`src/rtl/button_press_classifier.sv`:
```
// Button front end: synchronises and debounces INC/SET/SW, then emits single-cycle strobes.
// Optional feature macro: AUTO_REPEAT_EN (repeating inc_long while INC stays held).

module button_debounce #(
  parameter int DEBOUNCE_CYCLES = 4,
  parameter int CNT_W           = 16
) (
  input  logic clk,
  input  logic rst_n,
  input  logic raw,
  output logic level
);

  localparam logic [CNT_W-1:0] DB_LAST = CNT_W'(DEBOUNCE_CYCLES - 1);

  logic             meta;
  logic             sync;
  logic [CNT_W-1:0] cnt;

  // The level only flips after the synchronised input has disagreed with it
  // for DEBOUNCE_CYCLES consecutive cycles; any agreement restarts the count.
  always_ff @(posedge clk or negedge rst_n) begin
    if (!rst_n) begin
      meta  <= 1'b0;
      sync  <= 1'b0;
      level <= 1'b0;
      cnt   <= '0;
    end else begin
      meta <= raw;
      sync <= meta;
      if (sync == level) begin
        cnt <= '0;
      end else if (cnt >= DB_LAST) begin
        level <= sync;
        cnt   <= '0;
      end else begin
        cnt <= cnt + 1'b1;
      end
    end
  end

endmodule

module button_press_classifier #(
  parameter int DEBOUNCE_CYCLES = 4,
  parameter int LONG_CYCLES     = 20,
  parameter int REPEAT_CYCLES   = 8,
  parameter int CNT_W           = 16
) (
  input  logic clk,
  input  logic rst_n,
  input  logic btn_inc_raw,
  input  logic btn_set_raw,
  input  logic btn_sw_raw,
  output logic inc_short,
  output logic inc_long,
  output logic set,
  output logic sw
);

  typedef enum logic [1:0] {
    IDLE    = 2'd0,
    PRESSED = 2'd1,
    HELD    = 2'd2
  } inc_state_t;

  localparam logic [CNT_W-1:0] HOLD_LAST = CNT_W'(LONG_CYCLES - 1);

  logic       inc_db;
  logic       set_db;
  logic       sw_db;
  logic       inc_q;
  logic       set_q;
  logic       sw_q;
  inc_state_t state;
  logic [CNT_W-1:0] hold_cnt;
`ifdef AUTO_REPEAT_EN
  localparam logic [CNT_W-1:0] REP_LAST = CNT_W'(REPEAT_CYCLES - 1);
  logic [CNT_W-1:0] rep_cnt;
`endif

  button_debounce #(.DEBOUNCE_CYCLES(DEBOUNCE_CYCLES), .CNT_W(CNT_W)) u_db_inc (
    .clk   (clk),
    .rst_n (rst_n),
    .raw   (btn_inc_raw),
    .level (inc_db)
  );

  button_debounce #(.DEBOUNCE_CYCLES(DEBOUNCE_CYCLES), .CNT_W(CNT_W)) u_db_set (
    .clk   (clk),
    .rst_n (rst_n),
    .raw   (btn_set_raw),
    .level (set_db)
  );

  button_debounce #(.DEBOUNCE_CYCLES(DEBOUNCE_CYCLES), .CNT_W(CNT_W)) u_db_sw (
    .clk   (clk),
    .rst_n (rst_n),
    .raw   (btn_sw_raw),
    .level (sw_db)
  );

  // SET and SW only care about the press edge; release and hold are silent.
  always_ff @(posedge clk or negedge rst_n) begin
    if (!rst_n) begin
      set_q <= 1'b0;
      sw_q  <= 1'b0;
      set   <= 1'b0;
      sw    <= 1'b0;
    end else begin
      set_q <= set_db;
      sw_q  <= sw_db;
      set   <= set_db & ~set_q;
      sw    <= sw_db & ~sw_q;
    end
  end

  // Leaving PRESSED on either the fall or the long threshold is what keeps
  // inc_short and inc_long mutually exclusive for a given press.
  always_ff @(posedge clk or negedge rst_n) begin
    if (!rst_n) begin
      state     <= IDLE;
      hold_cnt  <= '0;
      inc_q     <= 1'b0;
      inc_short <= 1'b0;
      inc_long  <= 1'b0;
`ifdef AUTO_REPEAT_EN
      rep_cnt   <= '0;
`endif
    end else begin
      inc_q     <= inc_db;
      inc_short <= 1'b0;
      inc_long  <= 1'b0;
      case (state)
        IDLE: begin
          if (inc_db && !inc_q) begin
            state    <= PRESSED;
            hold_cnt <= '0;
          end
        end
        PRESSED: begin
          if (!inc_db) begin
            inc_short <= 1'b1;
            state     <= IDLE;
          end else if (hold_cnt >= HOLD_LAST) begin
            inc_long <= 1'b1;
            state    <= HELD;
`ifdef AUTO_REPEAT_EN
            rep_cnt  <= '0;
`endif
          end else if (hold_cnt != '1) begin
            hold_cnt <= hold_cnt + 1'b1;
          end
        end
        HELD: begin
          if (!inc_db) begin
            state <= IDLE;
`ifdef AUTO_REPEAT_EN
          end else if (rep_cnt >= REP_LAST) begin
            inc_long <= 1'b1;
            rep_cnt  <= '0;
          end else begin
            rep_cnt <= rep_cnt + 1'b1;
`endif
          end
        end
        default: begin
          state <= IDLE;
        end
      endcase
    end
  end

endmodule

```
`config.mk`:
```
export PLATFORM = sky130hd
export DESIGN_NAME = button_press_classifier
export DESIGN_NICKNAME = d
export VERILOG_FILES = /design/src/rtl/button_press_classifier.sv
export SDC_FILE = /design/constraint.sdc
export NUM_CORES = 1
export LEC_CHECK = 0
export BUFFER_PORTS_ARGS = -buffer_cell sky130_fd_sc_hd__buf_2
export CAP_MARGIN = 20
export CELL_PAD_IN_SITES_DETAIL_PLACEMENT = 2
export CELL_PAD_IN_SITES_GLOBAL_PLACEMENT = 2
export CORE_AREA = 2 2 81 83
export CTS_CLUSTER_DIAMETER = 60
export DETAILED_ROUTE_END_ITERATION = 6
export DIE_AREA = 0 0 83 85
export PLACE_DENSITY_LB_ADDON = 0.1
export SYNTH_ARGS = -nofsm -noshare
export SYNTH_HDL_FRONTEND = slang
export SYNTH_SLANG_ARGS = --single-unit
```
`constraint.sdc`:
```
create_clock -name clk -period 2.1 [get_ports clk]
set_input_delay 0.21 -clock clk [delete_from_list [all_inputs] [get_ports clk]]
set_output_delay 0.21 -clock clk [all_outputs]
set_load 0.01 [all_outputs]
```
### Word-level counts from Yosys, hierarchy flattened

Index checks and enable logic that the tools add are counted.

| cells by class | value |
|---|---|
| reduce and logical (&&, ||, !) cells | 9 |
| $add $sub $neg | 4 |
| bitwise operators | 7 |
| equality and inequality tests | 12 |
| magnitude comparators | 4 |
| multiplexer cells | 21 |

Operator list:

| cell | number |
|---|---|
| 16-bit two-way mux | 10 |
| 16-bit by 1-bit adder with 16-bit output (second input constant) | 4 |
| 16-bit by 2-bit >= comparator with 1-bit output (second input constant) | 3 |
| 16-bit one-hot mux with 2 select lines | 1 |
| 16-bit by 5-bit >= comparator with 1-bit output (second input constant) | 1 |
| 16-bit inequality test (second input constant) | 1 |
| 2-bit two-way mux | 4 |
| 2-bit inequality test (second input constant) | 4 |
| 2-bit one-hot mux with 3 select lines | 1 |
| 2-bit AND reduction | 3 |
| 1-bit two-way mux | 5 |
| 1-bit NOT | 5 |
| 5-bit AND reduction | 1 |
| 1-bit equality test | 3 |
| 3-bit inequality test (second input constant) | 1 |
| 3-bit AND reduction | 1 |
| 1-bit bitwise AND | 2 |
| 2-bit by 1-bit equality test with 1-bit output (second input constant) | 1 |
| 2-bit equality test (second input constant) | 1 |
| 2-bit logical NOT | 1 |
| 2-bit by 1-bit inequality test with 1-bit output (second input constant) | 1 |
| 2-bit nonzero test | 1 |
| 1-bit logical AND | 1 |
| 1-bit logical NOT | 1 |

| storage, ports and cells | value |
|---|---|
| input bits | 5 |
| output and inout bits | 4 |
| register bits | 82 |
| logic and storage cells | 78 |

### Longest topological paths before layout

| depth | value |
|---|---|
| word-level depth | 5 |
| mapped depth | 5 |

### Cells and area by module

A second synthesis with hierarchy kept.

| second synthesis, totals | value |
|---|---|
| cells, all modules | 168 |
| area, all modules | 2645.0 um^2 |

By module, submodules not included:

| module | instances | cells an instance | area each (um^2) |
|---|---|---|---|
| button_debounce | 3 | 30 | 554.3 |
| button_press_classifier | 1 | 78 | 982.2 |

### Worst setup path before layout

OpenSTA, ideal clock, no wires.

| path | value |
|---|---|
| path type | register to register |
| start | register hold_cnt[0] |
| end | register hold_cnt[0] |
| required time | 1975 ps |
| clock period less this slack | 1735 ps |
| setup time | 125 ps |
| slack | 365 ps |
| cell stages (with the launch flop) | 6 |
| path buffers | 0 |
| data arrival time | 1610 ps |
| cells stage by stage | dfrtp_1 -> ha_1 -> nor3_1 -> o2111ai_2 -> o21bai_1 -> mux2_2 |

| on the way | value |
|---|---|
| longest elaborated chain between the ends | 5 |
| elaborated cells between the ends (all ways) | 10 |

Ends and longest elaborated chain:

| element | RTL line | source |
|---|---|---|
| start, declared | 76 | `logic [CNT_W-1:0] hold_cnt;` |
| start signal, assigned | 152 | `hold_cnt <= hold_cnt + 1'b1;` |
| 16-bit by 1-bit adder with 16-bit output | 152 |  |
| 16-bit two-way mux | 151 | `end else if (hold_cnt != '1) begin` |
| 16-bit two-way mux | 145 | `end else if (hold_cnt >= HOLD_LAST) begin` |
| 16-bit two-way mux | 142 | `if (!inc_db) begin` |
| 16-bit one-hot mux with 2 select lines | 134 | `case (state)` |

Several ways; a longest one is shown, not always the timed one. The select of a mux whose other input is x is not followed.
A chain may end at the register's enable or synchronous reset.

### Worst setup path in the final report

| path | value |
|---|---|
| start | register hold_cnt[0] |
| end | register hold_cnt[3] |

Same word-level chain as after synthesis.

==> flow_metrics.tcl <==
set metrics [dict create \
    synthToLayoutAreaGrowth_pct 20.5 \
    critPathArrivalTime_ns 2.16 \
    yosysSeqAreaShare_pct 78.5 \
    stdcell_area_sq_um 3150 \
    synth.area.top_cells "dfrtp_1 (78%), nor2b_1 (4.1%), mux2_2 (2.2%)" \
    synth-seq-cells 82 \
    avgSynthCellArea_sq_um 16.1 \
    port_buffers 8 \
    path_max_fanout 7 \
    p_per_area_nw_per_um2 965 \
    postCtsSetupRepairBufs 0 \
    cp-start-kind "flop" \
    io_pins 9 \
    cts_made_buffers 9 \
    synth.top_cell.area_share_pct 78.5 \
    required_ns 2.32 \
    start_util_pct 42.1 \
    status "complete, no violations" \
    drive_above_1_share_pct 13.9 \
    fin_crit_sh_pct 92.2 \
    clock_latency_ns 0.33 \
    nFillCells 607 \
    synth_warnings 0 \
    antennaDiodeCount 0 \
    first_global_vias 1591 \
    routedWlPerCell_um 13.3 \
    maxSlewHeadroom_pct 35.3 \
    clockBufferDepth 2 \
    ant_nets 0 \
    clock_sinks 82 \
    fmax_mhz 517 \
    cts_resized 0 \
    post-route-util_pct 50.8 \
    synth_area_sq_um 2620 \
    syn-instance-count 162 \
    place_area_sq_um 2910 \
    routed_wirelength_um 4080 \
    cts_tree "yes" \
    fin_nets 234 \
    worstPathBufferInverterCount 0 \
    vias 1380 \
    dieWidth_um 83 \
    core_area_sq_um 6200 \
    routabilityCongestion 0.736 \
    finalSetupTns_ns 0 \
    rsz0062_at_grt "no" \
    period_needed_ns 1.94 \
    cp-end-kind "flop" \
    drtPass1Iterations 3 \
    grt_max_degree 83 \
    ir_drop_mv 0.605 \
    p_leak_nw 1.51 \
    hp-class "in2async" \
    maxCapViolations 0 \
    fp-row-count 29 \
    critPathKind "reg2reg" \
    hold_violations 0 \
    yosys.cell_types.count 27 \
    antenna_found_initial 0 \
    clock_skew_ns 0.00522 \
    viasPerCell 4.50 \
    yosysTopAreaCell "dfrtp_1" \
    crit_chain "ha_1 -> nor3_1 -> o2111ai_2 -> a211oi_1 -> mux2_2" \
    path_delay_family "compound AO/OA/AOI/OAI gates" \
    slew_viol_final 0 \
    grt_pass1_wl_um 7450 \
    dpl.hpwl_um 2700 \
    drc_errors 0 \
    drt-initial-drc-count 48 \
    htree_levels 3 \
    gr-total-overflow 0 \
    tightest_slew_ns 0.970 \
    slowest_stage "dfrtp_1" \
    slowest_delay_ns 0.42 \
    final-setup-viol-count 0 \
    dieHeight_um 85 \
    path_clk_slew_ns 0.08 \
    dieArea_sq_um 7060 \
    track_usage_pct 13.9 \
    cts_root_buffer "clkbuf_8" \
]
[synthesized netlist by cell type]
cell type  count
nor2b_1       17
nor2_1         3
mux2i_1        1
nor3_1         8
dfrtp_1       82
nand3_1        1
nand2_1        2
nor3b_1        3
clkbuf_1       1
ha_1           4
a21oi_1        3
nor4b_2        1
o2111ai_2      1
xnor2_1        3
nand3b_1       1
or4_1          2
mux2_2         5
a211oi_1       1
nand4_1        3
inv_1          3
nand2b_1       2
nor4_2         2
o21bai_1       1
o31ai_1        1
and3_1         1
nor4_1         9
conb_1         1
[through the flow]
step	hold slack [ns]	worst slack, ns	power (W)	cells
2_1_floorplan	-0.0856	0.365	0.00180	203
3_3_place_gp	0.318	0.278	0.00185	288
3_5_place_dp	0.323	0.173	0.00188	288
4_1_cts	0.0630	0.156	0.00309	307
5_1_grt	0.0982	0.0326	0.00320	307
6_report	0.0280	0.164	0.00304	307
[final timing paths]
path	startpoint	to	slack, ns	cells past startpoint
setup / recovery	hold_cnt[0]	hold_cnt[3]	0.16	5
hold / removal	rst_n	hold_cnt[8]	0.03	1
setup reg to reg	hold_cnt[0]	hold_cnt[3]	0.16	5
hold reg to reg	u_db_inc.meta	u_db_inc.sync	0.37	0
max in group asynchronous	rst_n	u_db_sw.cnt[5]	1.45	1
min in group clk	u_db_inc.meta	u_db_inc.sync	0.37	0
[layer usage]
| metal | vias up | routed length [um] | track usage (%) | part of all wire [%] |
|---|---|---|---|---|
| li1 | 643 | - | - | - |
| met1 | 714 | 1790 | 16.5 | 44 |
| met2 | 16 | 2140 | 23.2 | 52 |
| met3 | 7 | 94 | 3.60 | 2.3 |
| met4 | 0 | 65 | 7.60 | 1.6 |
| met5 | - | 0 | 0 | 0 |
[timing repair]
item	4_1_cts	5_1_grt
hold buffers	3	0
setup endpoints to repair	0	0
hold endpoints to repair	3	0
[sequential cells by signal, indices dropped and copies added, names as in the netlist, 2 cells and up]
name,count
hold_cnt,16
state,2
u_db_inc.cnt,16
u_db_set.cnt,16
u_db_sw.cnt,16
[area by class of cell]
type | instances | area [sq um] | area share, %
Clock buffer | 11 | 131 | 4.17
Tap cell | 77 | 96.3 | 3.06
Clock inverter | 5 | 78.8 | 2.50
Multi-Input combinational cell | 117 | 702 | 22.3
Inverter | 3 | 11.3 | 0.357
Sequential cell | 82 | 2050 | 65.1
Timing Repair Buffer | 12 | 80.1 | 2.54
[logic make-up after synthesis]
kind of cell / share of synthesized area, %
buf+inv: 0.574
other cells: 0.143
simple gates: 13.3
fa+ha+maj: 1.91
flops: 78.5
xor+xnor: 1.00
compound gates: 2.01
mux: 2.54
[cell usage in the layout (no fill, tap or decap), drive strengths merged, types with 4 or more instances in the layout]
cell type,n
ha,4
mux2,5
nor4,11
nor2b,17
nor3,8
clkbuf,11
dfrtp,82
buf,9
conb,42
[where the power goes]
part           internal [W]  switching (W)
Sequential          0.00166      0.0000484
Clock              0.000669       0.000523
Combinational     0.0000539      0.0000892
Total               0.00238       0.000661
(Power assumes the default switching activity.)
